[config.mk]
export PLATFORM = sky130hd
export DESIGN_NAME = key_filter_multi
export DESIGN_NICKNAME = d
export VERILOG_FILES = /design/src/rtl/key_filter_multi.sv
export SDC_FILE = /design/constraint.sdc
export NUM_CORES = 1
export LEC_CHECK = 0
export BUFFER_PORTS_ARGS = -buffer_cell sky130_fd_sc_hd__buf_2
export CAP_MARGIN = 5
export CORE_MARGIN = 5
export CORE_UTILIZATION = 65
export CTS_CLUSTER_DIAMETER = 30
export DETAILED_ROUTE_END_ITERATION = 7
export PLACE_DENSITY = 0.82
export SETUP_SLACK_MARGIN = 0.3
export SLEW_MARGIN = 0
export SYNTH_ARGS = -nofsm -noshare
export SYNTH_HDL_FRONTEND = slang
export SYNTH_SLANG_ARGS = --single-unit
[constraint.sdc]
create_clock -name sys_clk -period 9.1 [get_ports sys_clk]
set_input_delay 0.455 -clock sys_clk [delete_from_list [all_inputs] [get_ports sys_clk]]
set_output_delay 0.455 -clock sys_clk [all_outputs]
set_load 0.03 [all_outputs]
[src/rtl/key_filter_multi.sv]
// key_filter_multi: multi-channel active-low key debouncer.
// Each channel has its own 2-FF synchroniser, press/release debounce FSM and
// hold counter. Outputs are registered one-cycle pulses plus a debounced level.
// Optional feature macro: KEY_FILTER_REPEAT_EN. When defined, a held key
// auto-repeats key_press every REPEAT_MAX clocks after key_long. When it is
// undefined, no repeat logic is built and REPEAT_MAX is only range-checked.

module key_filter_chan #(
   parameter int CNT_MAX    = 1_000_000,
   parameter int LONG_MAX   = 50_000_000,
   parameter int REPEAT_MAX = 10_000_000
) (
   input  logic sys_clk,
   input  logic sys_rst,
   input  logic key_in,
   output logic key_press,
   output logic key_release,
   output logic key_long,
   output logic key_level
);
   localparam int DW = $clog2(CNT_MAX + 1);
   localparam int HW = $clog2(LONG_MAX + 1);
   // dcnt counts the samples that follow the first one, so the Nth matching
   // sample is the one that arrives while dcnt == N-2.
   localparam logic [DW-1:0] DEB_LAST = DW'(CNT_MAX - 2);
   localparam logic [HW-1:0] H_MAX    = HW'(LONG_MAX);
   localparam logic [HW-1:0] H_PRE    = HW'(LONG_MAX - 1);

   if (CNT_MAX < 2 || LONG_MAX < 2 || REPEAT_MAX < 2) begin : g_bad_param
      $error("key_filter_chan: CNT_MAX, LONG_MAX and REPEAT_MAX must be >= 2");
   end

   typedef enum logic [1:0] {IDLE, PRESS_DEB, HELD, RELEASE_DEB} state_t;

   state_t        state, state_nxt;
   logic [1:0]    sync;
   logic          ks;
   logic [DW-1:0] dcnt, dcnt_nxt;
   logic [HW-1:0] hcnt, hcnt_nxt, hcnt_inc;
   logic          press_nxt, release_nxt, long_nxt, level_nxt;

   assign ks       = sync[1];
   assign hcnt_inc = (hcnt == H_MAX) ? hcnt : hcnt + 1'b1;

`ifdef KEY_FILTER_REPEAT_EN
   localparam int RW = $clog2(REPEAT_MAX + 1);
   localparam logic [RW-1:0] R_LAST = RW'(REPEAT_MAX - 1);
   logic [RW-1:0] rcnt, rcnt_nxt;
`endif

   // Two-stage synchroniser; resets to the released level (1).
   always_ff @(posedge sys_clk or posedge sys_rst) begin
      if (sys_rst) sync <= 2'b11;
      else         sync <= {sync[0], key_in};
   end

   // Debounce FSM next state, counters and output pulses.
   always_comb begin
      state_nxt   = state;
      dcnt_nxt    = dcnt;
      hcnt_nxt    = hcnt;
      press_nxt   = 1'b0;
      release_nxt = 1'b0;
      long_nxt    = 1'b0;
      level_nxt   = key_level;
`ifdef KEY_FILTER_REPEAT_EN
      rcnt_nxt    = rcnt;
`endif
      case (state)
         IDLE: begin
            dcnt_nxt = '0;
            hcnt_nxt = '0;
            if (!ks) state_nxt = PRESS_DEB;
         end
         PRESS_DEB: begin
            if (ks) begin
               state_nxt = IDLE;
               dcnt_nxt  = '0;
            end else if (dcnt == DEB_LAST) begin
               state_nxt = HELD;
               dcnt_nxt  = '0;
               hcnt_nxt  = '0;
               press_nxt = 1'b1;
               level_nxt = 1'b1;
            end else begin
               dcnt_nxt = dcnt + 1'b1;
            end
         end
         HELD: begin
            hcnt_nxt = hcnt_inc;
            long_nxt = (hcnt == H_PRE);
            if (ks) begin
               state_nxt = RELEASE_DEB;
               dcnt_nxt  = '0;
            end
         end
         RELEASE_DEB: begin
            hcnt_nxt = hcnt_inc;
            long_nxt = (hcnt == H_PRE);
            if (!ks) begin
               state_nxt = HELD;
               dcnt_nxt  = '0;
            end else if (dcnt == DEB_LAST) begin
               // a completed release wins over a coincident long-press edge
               state_nxt   = IDLE;
               dcnt_nxt    = '0;
               hcnt_nxt    = '0;
               long_nxt    = 1'b0;
               release_nxt = 1'b1;
               level_nxt   = 1'b0;
            end else begin
               dcnt_nxt = dcnt + 1'b1;
            end
         end
         default: state_nxt = IDLE;
      endcase
`ifdef KEY_FILTER_REPEAT_EN
      // repeat timer starts at key_long and only runs while steadily held
      if (state_nxt == IDLE) begin
         rcnt_nxt = '0;
      end else if (long_nxt) begin
         rcnt_nxt = '0;
      end else if (state == HELD && !ks && hcnt == H_MAX) begin
         if (rcnt == R_LAST) begin
            rcnt_nxt  = '0;
            press_nxt = 1'b1;
         end else begin
            rcnt_nxt = rcnt + 1'b1;
         end
      end
`endif
   end

   // State, counters and registered outputs.
   always_ff @(posedge sys_clk or posedge sys_rst) begin
      if (sys_rst) begin
         state       <= IDLE;
         dcnt        <= '0;
         hcnt        <= '0;
         key_press   <= 1'b0;
         key_release <= 1'b0;
         key_long    <= 1'b0;
         key_level   <= 1'b0;
`ifdef KEY_FILTER_REPEAT_EN
         rcnt        <= '0;
`endif
      end else begin
         state       <= state_nxt;
         dcnt        <= dcnt_nxt;
         hcnt        <= hcnt_nxt;
         key_press   <= press_nxt;
         key_release <= release_nxt;
         key_long    <= long_nxt;
         key_level   <= level_nxt;
`ifdef KEY_FILTER_REPEAT_EN
         rcnt        <= rcnt_nxt;
`endif
      end
   end
endmodule

module key_filter_multi #(
   parameter int KEY_W      = 4,
   parameter int CNT_MAX    = 1_000_000,
   parameter int LONG_MAX   = 50_000_000,
   parameter int REPEAT_MAX = 10_000_000
) (
   input  logic             sys_clk,
   input  logic             sys_rst,
   input  logic [KEY_W-1:0] key_in,
   output logic [KEY_W-1:0] key_press,
   output logic [KEY_W-1:0] key_release,
   output logic [KEY_W-1:0] key_long,
   output logic [KEY_W-1:0] key_level
);
   for (genvar g = 0; g < KEY_W; g++) begin : g_ch
      key_filter_chan #(
         .CNT_MAX    (CNT_MAX),
         .LONG_MAX   (LONG_MAX),
         .REPEAT_MAX (REPEAT_MAX)
      ) u_chan (
         .sys_clk     (sys_clk),
         .sys_rst     (sys_rst),
         .key_in      (key_in[g]),
         .key_press   (key_press[g]),
         .key_release (key_release[g]),
         .key_long    (key_long[g]),
         .key_level   (key_level[g])
      );
   end
endmodule
==> impl_metrics.json <==
{
  "setup_ws_ns": 6.37,
  "critical_path.slowest_cell": "o22ai_2",
  "yosysUniqueCellTypes": 67,
  "core_um2": 18600,
  "wl_per_cell_um": 17.2,
  "ff_latch_area_um2": 5420,
  "cts_buffers": 47,
  "multi_input_area_um2": 6190,
  "cts_resized": 0,
  "start_util_pct": 65.5,
  "cts_root_buffer": "clkbuf_16",
  "antenna_found_initial": 0,
  "gp_congestion": 0.852,
  "peakVddDrop_uv": 157,
  "syn_area_per_cell_um2": 8.82,
  "worst-setup-path-type": "register to register",
  "drt_pre_antenna_iters": 6,
  "clock_path_buffers": 3,
  "grtUsageTotal_pct": 26.3,
  "die_w_um": 147,
  "endpoint_kind": "register",
  "die_h_um": 147,
  "holdCritPathClass": "input pin to register",
  "io_buffers": 21,
  "ios": 22,
  "vias": 11100,
  "p_comb_share_pct": 2.9,
  "rsz0062_at_grt": "no",
  "yosys_most_used_dff": "dfrtp_1",
  "status": "completed",
  "drc_errors": 0,
  "syn_nets": 1402,
  "clk_latency_ns": 0.53,
  "fin_crit_ns": 2.73,
  "drv_cap": 0,
  "dpl.hpwl_um": 17100,
  "power.internal_uw": 2180,
  "num_rows": 50,
  "async_flop_share_pct": 100,
  "fin_nets": 1402,
  "grt_pass1_wl_um": 49000,
  "p_per_area_nw_per_um2": 201,
  "crit_arrival_ns": 3.07,
  "tns_ns": 0,
  "fillers": 1320,
  "fin_crit_sh_pct": 30.0,
  "crit_chain": "inv_1 -> ha_1 -> nor4bb_1 -> nand4_1 -> or3_1 -> o22ai_2 -> a21oi_1",
  "cts.clk_slew.worst_paths_ns": 0.05,
  "switching_share_pct": 22.0,
  "grt-ovfl-total": 0,
  "p_leak_uw": 0.00544,
  "grt_pass1_vias": 10300,
  "htreeDepth": 2,
  "hold_viol": 0,
  "finalWirelength_um": 28400,
  "ant_nets": 0,
  "syn_inst": 1380,
  "p_switching_uw": 615,
  "grt_max_degree": 135,
  "antennaDiodeCount": 0,
  "drive_gt1_share_pct": 10.4,
  "cp-start-kind": "register",
  "slew_violations": 0,
  "finalInstanceArea_um2": 14000,
  "cts_tree": "yes",
  "synth_edf_count": 0,
  "drt-initial-drc-count": 1030,
  "ys_ff_latch": 216,
  "via_per_inst": 6.71,
  "slowest_delay_ns": 0.85,
  "setup_viol": 0,
  "crit_required_ns": 9.44,
  "clock_power_share_pct": 61.9,
  "p_seq_share_pct": 35.3,
  "max_slew.worst_pin.slew_ns": 1.25,
  "cts.sinks": 216,
  "die-area_um2": 21600,
  "clock_skew_ns": 0.0176,
  "crit_fanout": 24,
  "slew-limit-headroom_pct": 16.5,
  "dp_worst_setup_slack_ns": 6.45,
  "netlist_area_um2": 12200,
  "ys_seq_area_share_pct": 44.5,
  "dpl_cell_area_um2": 12300,
  "fmax_mhz": 367,
  "synthToLayoutAreaGrowth_pct": 14.6,
  "yosysWarnings": 0,
  "cts_hold_buf": 0,
  "post-cts-setup-buffer-count": 0
}
==> critical path, delay by kind of cell, from the launching register on <==
kind	cells	cell delay [ns]
buffers and inverters	1	0.08
adder cells (fa/ha/maj)	1	0.15
flip-flops	1	0.42
AND/OR/NAND/NOR	3	0.92
AO/OA/AOI/OAI	2	0.96
==> power groups by stage <==
stage	clock network, uW	registers (uW)	logic (uW)
after detailed placement	0	1000	80.0
after floorplan	0	996	63.7
after CTS	1750	986	81.5
final	1730	987	80.3
after global routing	1810	987	92.8
after global placement	0	1000	78.3
==> cell usage after synthesis, drive strengths merged, types with 13 or more instances <==
cell type | number | area (um^2)
or3 | 52 | 325
nand2 | 127 | 477
buf | 24 | 170
o21ai | 94 | 470
or4 | 50 | 375
a21oi | 144 | 724
nor3 | 35 | 191
and2 | 13 | 81.3
a31oi | 49 | 307
and3 | 28 | 175
nor4b | 13 | 114
nand2b | 15 | 93.8
o31ai | 44 | 330
nor2 | 49 | 184
nand4 | 58 | 369
nand3 | 94 | 470
inv | 56 | 210
dfrtp | 208 | 5200
ha | 16 | 200
clkbuf | 58 | 218
nor4 | 24 | 186
==> cells by family (layout without fill, tap and decap cells) <==
| kind of cell | after synthesis | after routing | share of synthesized area, % |
|---|---|---|---|
| muxes | 6 | 6 | 0.493 |
| DFF | 216 | 216 | 44.5 |
| AOI/OAI and AO/OA | 387 | 387 | 19.1 |
| xor gates and xnor gates | 17 | 17 | 1.22 |
| adders and majority gates | 16 | 16 | 1.64 |
| buffers and inverters | 138 | 176 | 4.91 |
| and+or+nand+nor | 600 | 600 | 28.2 |
==> area by class of cell <==
cell class / instances / area share [%]
Inverter: 56 / 1.56
Clock inverter: 26 / 2.30
Clock buffer: 61 / 9.46
Tap cell: 234 / 2.10
Sequential cell: 216 / 38.8
Timing Repair Buffer: 33 / 1.40
Multi-Input combinational cell: 1026 / 44.4
==> flip-flops by register name, summed over array words and instances, names as in the netlist, named ones only <==
register and cells:
g_ch.u_chan.key_level 4, g_ch.u_chan.sync 8, g_ch.u_chan.dcnt 80, g_ch.u_chan.key_release 4
g_ch.u_chan.state 4, g_ch.u_chan.key_long 4, g_ch.u_chan.hcnt 104, g_ch.u_chan.key_press 4
==> cells in the final DEF, fill, tap and decap left out, types with 12 or more instances in the layout <==
cell type / n
dfrtp_1: 208
a21oi_1: 141
nand2_1: 127
o21ai_0: 94
nand3_1: 94
nand4_1: 57
inv_1: 55
or3_1: 52
or4_1: 50
a31oi_1: 49
nor2_1: 49
clkbuf_16: 48
o31ai_1: 44
nor3_1: 33
and3_1: 28
nor4_1: 21
buf_2: 21
ha_1: 16
nand2b_1: 15
nor4b_1: 13
and2_1: 13
a41oi_1: 12
and4_1: 12
buf_4: 12
==> through the flow <==
stage / std cells / total power, uW / util [%] / hold WS, ns
finish: 1652 / 2800 / 75.1 / 0.0225
global placement: 1565 / 1080 / 66.2 / 0.346
global route: 1652 / 2890 / 75.1 / 0.00579
CTS: 1652 / 2820 / 75.1 / 0.00978
floorplan: 1380 / 1060 / - / 0.345
detailed placement: 1565 / 1080 / 66.2 / 0.349
==> path summary, 6_finish.rpt <==
kind                       cells past startpoint                 endpoint  slack (ns)              startpoint
setup / recovery                               7  g_ch[0].u_chan.hcnt[23]        6.37  g_ch[0].u_chan.dcnt[0]
hold / removal                                 1   g_ch[1].u_chan.sync[0]        0.02               key_in[1]
setup reg to reg                               7  g_ch[0].u_chan.hcnt[23]        6.37  g_ch[0].u_chan.dcnt[0]
hold reg to reg                                0   g_ch[3].u_chan.sync[1]        0.35  g_ch[3].u_chan.sync[0]
max in group asynchronous                      3  g_ch[2].u_chan.key_long        7.40                 sys_rst
min in group asynchronous                      2   g_ch[3].u_chan.dcnt[9]        0.13                 sys_rst
==> layer usage <==
layer | share of wire [%] | up-vias | wire (um) | global-route usage (%)
li1 | - | 5257 | - | -
met1 | 44 | 5357 | 12400 | 36.3
met2 | 49 | 424 | 13800 | 43.1
met3 | 6.1 | 53 | 1740 | 4.35
met4 | 1.5 | 0 | 438 | 7.86
met5 | 0 | - | 0 | 0
(Power assumes the default switching activity.)
